**src/rtl/apb4_master_bridge.sv**
```systemverilog
// Valid/ready request port to APB4 master bridge: one transfer in flight,
// registered APB and response outputs, optional wait-state timeout.
module apb4_master_bridge #(
  parameter int ADDR_WIDTH = 32,
  parameter int DATA_WIDTH = 32,
  parameter int TIMEOUT    = 16
) (
  input  logic                    PCLK,
  input  logic                    PRESETn,
  input  logic                    req_valid,
  output logic                    req_ready,
  input  logic                    req_write,
  input  logic [ADDR_WIDTH-1:0]   req_addr,
  input  logic [DATA_WIDTH-1:0]   req_wdata,
  input  logic [DATA_WIDTH/8-1:0] req_strb,
  input  logic [2:0]              req_prot,
  output logic                    rsp_valid,
  output logic [DATA_WIDTH-1:0]   rsp_rdata,
  output logic                    rsp_err,
  output logic                    rsp_timeout,
  output logic                    PSEL,
  output logic                    PENABLE,
  output logic                    PWRITE,
  output logic [ADDR_WIDTH-1:0]   PADDR,
  output logic [DATA_WIDTH-1:0]   PWDATA,
  output logic [DATA_WIDTH/8-1:0] PSTRB,
  output logic [2:0]              PPROT,
  input  logic                    PREADY,
  input  logic                    PSLVERR,
  input  logic [DATA_WIDTH-1:0]   PRDATA
);
  localparam int STRB_W = DATA_WIDTH / 8;
  localparam int CNT_W  = (TIMEOUT > 0) ? $clog2(TIMEOUT + 1) : 1;
  localparam bit TO_EN  = (TIMEOUT != 0);
  localparam logic [31:0] TO_LIM = 32'(TIMEOUT);

  typedef enum logic [1:0] {IDLE, SETUP, ACCESS} state_t;

  state_t                  state, state_nx;
  logic [CNT_W-1:0]        wait_cnt, wait_cnt_nx;
  logic                    req_ready_nx, psel_nx, penable_nx, pwrite_nx;
  logic [ADDR_WIDTH-1:0]   paddr_nx;
  logic [DATA_WIDTH-1:0]   pwdata_nx, rsp_rdata_nx;
  logic [STRB_W-1:0]       pstrb_nx;
  logic [2:0]              pprot_nx;
  logic                    rsp_valid_nx, rsp_err_nx, rsp_timeout_nx;

  always_ff @(posedge PCLK or negedge PRESETn) begin
    if (!PRESETn) begin
      state       <= IDLE;
      wait_cnt    <= '0;
      req_ready   <= 1'b0;
      PSEL        <= 1'b0;
      PENABLE     <= 1'b0;
      PWRITE      <= 1'b0;
      PADDR       <= '0;
      PWDATA      <= '0;
      PSTRB       <= '0;
      PPROT       <= '0;
      rsp_valid   <= 1'b0;
      rsp_rdata   <= '0;
      rsp_err     <= 1'b0;
      rsp_timeout <= 1'b0;
    end else begin
      state       <= state_nx;
      wait_cnt    <= wait_cnt_nx;
      req_ready   <= req_ready_nx;
      PSEL        <= psel_nx;
      PENABLE     <= penable_nx;
      PWRITE      <= pwrite_nx;
      PADDR       <= paddr_nx;
      PWDATA      <= pwdata_nx;
      PSTRB       <= pstrb_nx;
      PPROT       <= pprot_nx;
      rsp_valid   <= rsp_valid_nx;
      rsp_rdata   <= rsp_rdata_nx;
      rsp_err     <= rsp_err_nx;
      rsp_timeout <= rsp_timeout_nx;
    end
  end

  // The APB address/data registers double as the request latch: they are
  // loaded on acceptance and so are already valid during SETUP.
  always_comb begin
    state_nx       = state;
    wait_cnt_nx    = wait_cnt;
    psel_nx        = 1'b0;
    penable_nx     = 1'b0;
    pwrite_nx      = PWRITE;
    paddr_nx       = PADDR;
    pwdata_nx      = PWDATA;
    pstrb_nx       = PSTRB;
    pprot_nx       = PPROT;
    rsp_valid_nx   = 1'b0;
    rsp_rdata_nx   = '0;
    rsp_err_nx     = 1'b0;
    rsp_timeout_nx = 1'b0;
    case (state)
      IDLE: begin
        if (req_valid && req_ready) begin
          state_nx    = SETUP;
          wait_cnt_nx = '0;
          psel_nx     = 1'b1;
          pwrite_nx   = req_write;
          paddr_nx    = req_addr;
          pwdata_nx   = req_write ? req_wdata : PWDATA;
          pstrb_nx    = req_write ? req_strb : '0;
          pprot_nx    = req_prot;
        end
      end
      SETUP: begin
        state_nx   = ACCESS;
        psel_nx    = 1'b1;
        penable_nx = 1'b1;
      end
      ACCESS: begin
        psel_nx    = 1'b1;
        penable_nx = 1'b1;
        if (PREADY) begin
          state_nx     = IDLE;
          psel_nx      = 1'b0;
          penable_nx   = 1'b0;
          rsp_valid_nx = 1'b1;
          rsp_err_nx   = PSLVERR;
          rsp_rdata_nx = PWRITE ? '0 : PRDATA;
        end else begin
          wait_cnt_nx = wait_cnt + 1'b1;
          if (TO_EN && (32'(wait_cnt) + 32'd1 == TO_LIM)) begin
            state_nx       = IDLE;
            psel_nx        = 1'b0;
            penable_nx     = 1'b0;
            rsp_valid_nx   = 1'b1;
            rsp_err_nx     = 1'b1;
            rsp_timeout_nx = 1'b1;
          end
        end
      end
      default: state_nx = IDLE;
    endcase
    req_ready_nx = (state_nx == IDLE);
  end
endmodule

```
**config.mk**
```make
export PLATFORM = sky130hd
export DESIGN_NAME = apb4_master_bridge
export DESIGN_NICKNAME = d
export VERILOG_FILES = /design/src/rtl/apb4_master_bridge.sv
export SDC_FILE = /design/constraint.sdc
export NUM_CORES = 1
export LEC_CHECK = 0
export CAP_MARGIN = 20
export CORE_ASPECT_RATIO = 0.5
export CORE_MARGIN = 8
export CORE_UTILIZATION = 43
export DETAILED_ROUTE_END_ITERATION = 6
export GPL_TIMING_DRIVEN = 0
export PLACE_DENSITY = 0.85
export SLEW_MARGIN = 20
export SYNTH_ARGS = -nofsm -noshare
export SYNTH_HDL_FRONTEND = slang
export SYNTH_SLANG_ARGS = --single-unit
```
**constraint.sdc**
```tcl
create_clock -name PCLK -period 2.65 [get_ports PCLK]
set_input_delay 0.53 -clock PCLK [delete_from_list [all_inputs] [get_ports PCLK]]
set_output_delay 0.53 -clock PCLK [all_outputs]
set_load 0.05 [all_outputs]
```
==> summary.txt, run 1 <==
Place
  – GP Congestion: approximately 0.78
  – Dpl cell area: between 6000 and 7000 sq um
  – HPWL after detailed placement: between 9000 and 10,000 microns
  – PortBufs: between 200 and 250

Global routing
  – Vias in the first global route: 4,146
  – Largest net degree at the start of global routing: 71
  – Gr ovfl total: 0
  – Initial antenna violation count: 0
  – First-pass GRT wire length: 21,400 microns
  – Gr usage total: about 20%

CTS
  – Clock-pin transition on the worst setup and hold timing paths: around 60 ps
  – Clk sinks: 117
  – Latest clock arrival within the worst-skew pair: a little over 400 ps
  – Resized cells post-CTS: 0
  – Num CTS Buffers: 17
  – Hold Buf Count CTS: 0
  – Clock Tree Buf Depth: 2
  – H-tree levels: 4
  – TritonCTS clock tree: done
  – Number of setup buffers added after CTS: 0
  – Root buffer cell: clkbuf_16

Synthesis
  – Area leader, netlist: dfrtp_1
  – FFs w/ async S/R, synth: 100%
  – Top-count cell post-synth: nand2_1
  – Post-Synthesis Cells: around 430
  – Synthesis-stage register bit count: between 100 and 150
  – Synth top area cells: dfrtp_1 67%, nand2_1 18%, and2_1 4.7%, ha_1 1.4%, buf_6 1.0%
  – Largest family of logic cells by synthesized area: simple AND/OR/NAND/NOR gates
  – Xor and xnor area share after synthesis: less than 1%
  – Mean Syn Cell Area: between 10 and 15 sq um
  – Cell area after synthesis: roughly 4400 sq um
  – Compound-gate portion of the synthesized area: between 3 and 4%
  – Adder and majority gate portion of the synthesized area: under 10%
  – Top-area cell type share of the netlist area: between 60% and 70%
  – Seq/Total Area, Yosys: 66.6%
  – Most common library cells after synthesis: 216 x nand2_1, 117 x dfrtp_1, 33 x and2_1
  – Main flop type after synthesis: dfrtp_1
  – Synth Net Count: 546
  – Synth warn: 0
  – Post-synthesis mux area share: 0%
  – Number of synthesized flops with an enable pin: 0
  – Post-Synth Simple-Gate Area: 25.0%
  – Netlist cell types: 30

Hold path
  – Worst min path class: input port to asynchronous set/reset pin

Setup path
  – Crit path DAT: 1630 ps
  – Crit-path cells: clkdlybuf4s50_1
  – CP top delay family: buffers and inverters
  – Worst flop-to-flop path endpoint: rsp_rdata[5]
  – Critical path peak fanout: 2
  – Crit. End Element: primary output
  – Reg2reg path depth: 6
  – CP Data Required Time: 2120 ps
  – Slowest-stage cell, CP: clkdlybuf4s50_1
  – Count of buffer and inverter cells on the critical path: 1
  – Setup CP Type: register to primary output
  – CP Launch Type: register
  – R2r setup slk: just under 700 ps
  – CP peak stage delay: between 800 and 900 ps
  – Worst reg2reg startpoint: state[0]

Die
  – Row count: 26
  – Die area: 13,900 sq um
  – Die W: about 160 microns
  – Initial Utilization: 43.6%
  – Height of the chip: approximately 88 microns
  – Ports: 219
  – Core area: between 10,000 and 15,000 sq um

Routing
  – WL per Instance: 16.3 microns
  – Final ANT Viol Nets: 0
  – Routed Wire Length: approximately 13,000 microns
  – Post-DR vias/cell: around 4.6
  – Drt pass-1 iters: 4
  – Residual DRC: 0
  – 1st-iter DRT viols: 177
  – Routed via count: approximately 3,800

STA
  – Final hold vios: 0
  – Peak Freq: ~0.46 GHz
  – RSZ-0062 raised after global routing: false
  – Fin Setup TNS: 0 ps
  – Worst-Margin Slew: 590 ps
  – Pins Over Slew Limit: 0
  – Fin crit share: between 80% and 90%
  – Final min period: between 2000 and 2500 ps
  – Final setup vio count: 0
  – Fin Clk Skew: between 7 and 8 ps
  – Headroom to the max-slew limit: between 60 and 70%

Status
  – Outcome: complete, no violations

Power and ir drop
  – Cell Pwr Density: ~1300 nW/um^2
  – Peak supply drop: between 0.0006 and 0.0007 V
  – Power, Total: around 9.7 mW
  – Leakage power: ~3.5 nW

Flow run
  – Max cap viols: 0

Finish
  – Layout cell share with drive strength beyond 1: 7.03%
  – Total Nets Final: between 700 and 800
  – Ant. Diodes: 0
  – Fin area: about 7400 sq um
  – Area delta synth->final: 68.1%
worst max-delay path by stage:
stage	start	end	slack, ps	cells after the start
after floorplan	state[0]	PWDATA[10]	990	9
after global placement	PRESETn	PADDR[5]	-3430	1
after detailed placement	PREADY	rsp_rdata[25]	560	5
after CTS	PSTRB[0]	PSTRB[0]	470	1
after global routing	state[0]	rsp_rdata[25]	410	6
final	PSTRB[0]	PSTRB[0]	490	1
cells in the final DEF (no fill, tap or decap), types with 2 or more instances in the layout:
cell,synthesis,final
clkinvlp_4,0,2
buf_2,6,6
a22o_1,4,4
nor2b_1,2,2
clkbuf_1,7,8
inv_1,5,5
clkbuf_8,0,6
o21ai_0,7,7
dfrtp_1,117,117
clkdlybuf4s50_1,0,217
a21boi_0,2,2
nor2_1,2,2
clkinv_2,0,4
clkbuf_16,0,17
ha_1,5,5
nand2_1,216,216
buf_6,4,5
bufinv_16,0,2
nand3_1,5,5
xor2_1,2,2
and2_1,33,33
stage by stage:
| step | instances | utilization (%) | hold WS, ps | worst slack, ps |
|---|---|---|---|---|
| 2_1_floorplan | 432 | - | 234 | 993 |
| 3_3_place_gp | 790 | 67.0 | 457 | -3430 |
| 4_1_cts | 823 | 73.3 | 60.8 | 472 |
| 3_5_place_dp | 791 | 67.3 | 462 | 561 |
| 5_1_grt | 823 | 73.3 | 85.4 | 410 |
| 6_report | 823 | 73.3 | 57.6 | 488 |
worst reg2reg max path: stages, from the launching register on:
cell and delay (ps):
dfrtp_1 420, inv_1 190, ha_1 320, nand2_1 130, nor2_1 330, clkbuf_1 320
and2_1 190
state kept, by name, summed over array words and instances, names as in the netlist:
register	flops
PADDR	32
PENABLE	1
PPROT	3
PSEL	1
PSTRB	4
PWDATA	32
PWRITE	1
req_ready	1
rsp_err	1
rsp_rdata	32
rsp_timeout	1
rsp_valid	1
state	2
wait_cnt	5
cell families (layout without fill, tap and decap cells):
logic type	count (synthesis)	count (layout)
xor+xnor	2	2
flops	117	117
simple gates	263	263
buf+inv	23	274
fa+ha+maj	5	5
compound gates	22	22
layer usage:
layer	wire length, microns	GRT usage [%]
met2	7240	36.3
met5	0	0
met4	518	12.7
met1	4940	19.9
met3	699	5.71
area by class of cell:
| class | count | area, sq um |
|---|---|---|
| plain buffers | 18 | 109 |
| well taps | 140 | 175 |
| clock buffers | 24 | 512 |
| clock inverters | 8 | 95.1 |
| multi-input cells | 292 | 1340 |
| repair buffers | 219 | 2210 |
| flip-flops and latches | 117 | 2930 |
| fillers | 685 | 2690 |
| inverters | 5 | 18.8 |
power breakdown:
part	leakage (nW)	switching (mW)	internal, mW	total [mW]
sequential	1.52	0.326	2.39	2.72
clock	0.298	0.784	1.53	2.31
combinational	1.73	3.15	1.51	4.65
total	3.55	4.26	5.42	9.68
Note: power is estimated with default switching activity, not from simulation.
==> run 2, diff against run 1 <==
- CORE_UTILIZATION: 43 -> 40
- PLACE_DENSITY: 0.85 -> 0.8
- clock period: 2.65 -> 2.15 ns (I/O delays scaled with it)
==> run 2 against run 1 <==
- die area rose by 6.4%
- power rose by 19%
- critical path depth did not move
- critical endpoint is now PWRITE
- largest cell class unchanged
- largest power group unchanged
- highest routed layer unchanged
==> summary.txt, run 2 (synthesized netlist as in run 1, its figures left out) <==
Power and ir drop
  – Int Pwr: 6.37 mW
  – Comb pwr share: between 40% and 50%
  – Sequential Power Share: between 20% and 30%
  – Sw Pwr: 5.17 mW
  – Clock group share of total power: 21.5%
  – Leakage power: approximately 3.5 nW
  – Switch share: between 40% and 50%
  – Peak supply drop: 0.000726 V
  – Cell Pwr Density: roughly 1600 nW/um^2
  – Power, Total: ~12 mW

Setup path
  – Reg2reg path depth: 6
  – R2r setup slk: ~260 ps
  – Setup CP Type: register to primary output
  – CP Data Required Time: around 1700 ps
  – Critical path peak fanout: 3
  – Worst reg2reg startpoint: state[0]
  – Crit. End Element: primary output
  – Worst flop-to-flop path endpoint: rsp_rdata[3]
  – Count of buffer and inverter cells on the critical path: 1
  – Crit-path cells: clkdlybuf4s50_1
  – CP top delay family: buffers and inverters
  – Crit path DAT: 1640 ps
  – CP Launch Type: register
  – Slowest-stage cell, CP: clkdlybuf4s50_1
  – CP peak stage delay: around 850 ps

CTS
  – TritonCTS clock tree: done
  – H-tree levels: 4
  – Num CTS Buffers: 17
  – Latest clock arrival within the worst-skew pair: around 400 ps
  – Clk sinks: 117
  – Clock-pin transition on the worst setup and hold timing paths: around 50 ps
  – Clock Tree Buf Depth: 2
  – Root buffer cell: clkbuf_16

STA
  – Final setup margin: 81.7 ps
  – Pins Over Slew Limit: 0
  – Fin Setup TNS: 0 ps
  – Peak Freq: between 0.4 and 0.5 GHz
  – Worst-Margin Slew: 567 ps
  – Final hold vios: 0
  – Hold slack: ~470 ps
  – Fin Clk Skew: about 8.2 ps
  – Final setup vio count: 0
  – Final min period: between 2000 and 2500 ps
  – Fin crit share: just under 100%
  – Headroom to the max-slew limit: 62.1%
  – RSZ-0062 raised after global routing: false

Place
  – PortBufs: around 220
  – Cell count after placement: approximately 800
  – Dpl cell area: 6790 sq um
  – Dpl ws: 130 ps
  – HPWL after detailed placement: between 10,000 and 15,000 microns
  – GP Congestion: roughly 0.77

Global routing
  – Vias in the first global route: 4,100
  – Initial antenna violation count: 0
  – Gr usage total: 18.8%
  – Gr ovfl total: 0
  – First-pass GRT wire length: approximately 22,000 microns
  – Largest net degree at the start of global routing: 71

Die
  – Initial Utilization: 40.6%
  – Height of the chip: 90.1 microns
  – Core area: 10,800 sq um
  – Row count: 27
  – Die W: about 160 microns
  – Ports: approximately 220
  – Die area: ~15,000 sq um

Hold path
  – Worst hold start: PADDR[31]
  – Worst min path class: register to register
  – WHS Path Cells: 2
  – Hold path endpoint: PADDR[31]

Flow run
  – Max cap viols: 0

Finish
  – Final cell count without fillers: between 800 and 900
  – Commonest non-fill, non-tap cell in the layout: clkdlybuf4s50_1
  – Most frequent cells in the layout: 217 x clkdlybuf4s50_1, 216 x nand2_1, 117 x dfrtp_1, 33 x and2_1, 17 x clkbuf_16
  – Layout cell share with drive strength beyond 1: under 10%
  – Final core area utilization: between 60% and 70%
  – Largest registers: PADDR: 32 flops, PWDATA: 32 flops, rsp_rdata: 32 flops
  – Fill count: between 800 and 900
  – Area delta synth->final: 66.5%
  – Total Nets Final: ~800
  – Ant. Diodes: 0
  – Fin area: approximately 7300 sq um

Routing
  – 1st-iter DRT viols: roughly 180
  – WL per Instance: 16.3 microns
  – Post-DR vias/cell: 4.58
  – Drt pass-1 iters: 4
  – Residual DRC: 0
  – Routed Wire Length: between 10,000 and 15,000 microns
  – Routed via count: 3,787
  – Final ANT Viol Nets: 0

Status
  – Outcome: complete, no violations
run 2: changes by cell type in the layout (fill, tap and decap cells not counted):
cell | before | now
clkinvlp_4 | 2 | 0
nor2_2 | 0 | 1
nor2_1 | 2 | 1
clkbuf_1 | 8 | 11
clkbuf_8 | 6 | 4
bufinv_16 | 2 | 0
dlygate4sd3_1 | 0 | 1
clkinv_2 | 4 | 5
run 2: worst max-delay path by stage:
stage	endpoint	from	cells after the start	slack (ps)
3_3_place_gp	PADDR[9]	PRESETn	1	-3850
6_report	PWRITE	PWRITE	1	80
5_1_grt	rsp_rdata[3]	state[0]	6	20
3_5_place_dp	rsp_rdata[26]	PREADY	5	130
4_1_cts	PWRITE	PWRITE	1	80
2_1_floorplan	PWDATA[10]	state[0]	9	490
run 2: tightest hold or removal path, stage by stage (launching register included):
cell     delay (ps)
dfrtp_1         330
nand2_1          50
nand2_1          50
run 2: area by class of cell:
type	instances	area, sq um	share of cell area (%)
buffer	18	109	1.49
multi-input combinational	292	1350	18.4
timing repair buffer	220	2220	30.3
inverter	5	18.8	0.256
tap	145	181	2.48
sequential	117	2930	40.0
clock inverter	5	25.0	0.342
clock buffer	25	495	6.77
run 2: repair_timing:
item / 4_1_cts / 5_1_grt
hold endpoints to repair: 47 / 0
buffers inserted: 0 / 0
endpoints found under the setup margin: 0 / 20
gates resized for setup: 0 / 1
hold buffers: 1 / 0
run 2: layer usage:
| metal | global-route usage (%) | part of all wire (%) | vias up |
|---|---|---|---|
| met5 | 0 | 0 | - |
| met4 | 9.85 | 3.4 | 0 |
| met3 | 5.00 | 5.8 | 30 |
| met2 | 33.6 | 53 | 106 |
| met1 | 19.9 | 38 | 1833 |
| li1 | - | - | 1818 |
run 2: power by group through the flow:
stage / Sequential, mW / Combinational (mW) / Clock (mW)
after global placement: 3.33 / 5.65 / 0
final: 3.35 / 5.71 / 2.48
after floorplan: 5.84 / 1.11 / 0
after CTS: 3.35 / 5.78 / 2.53
after detailed placement: 3.37 / 5.75 / 0
after global routing: 3.45 / 6.03 / 2.65
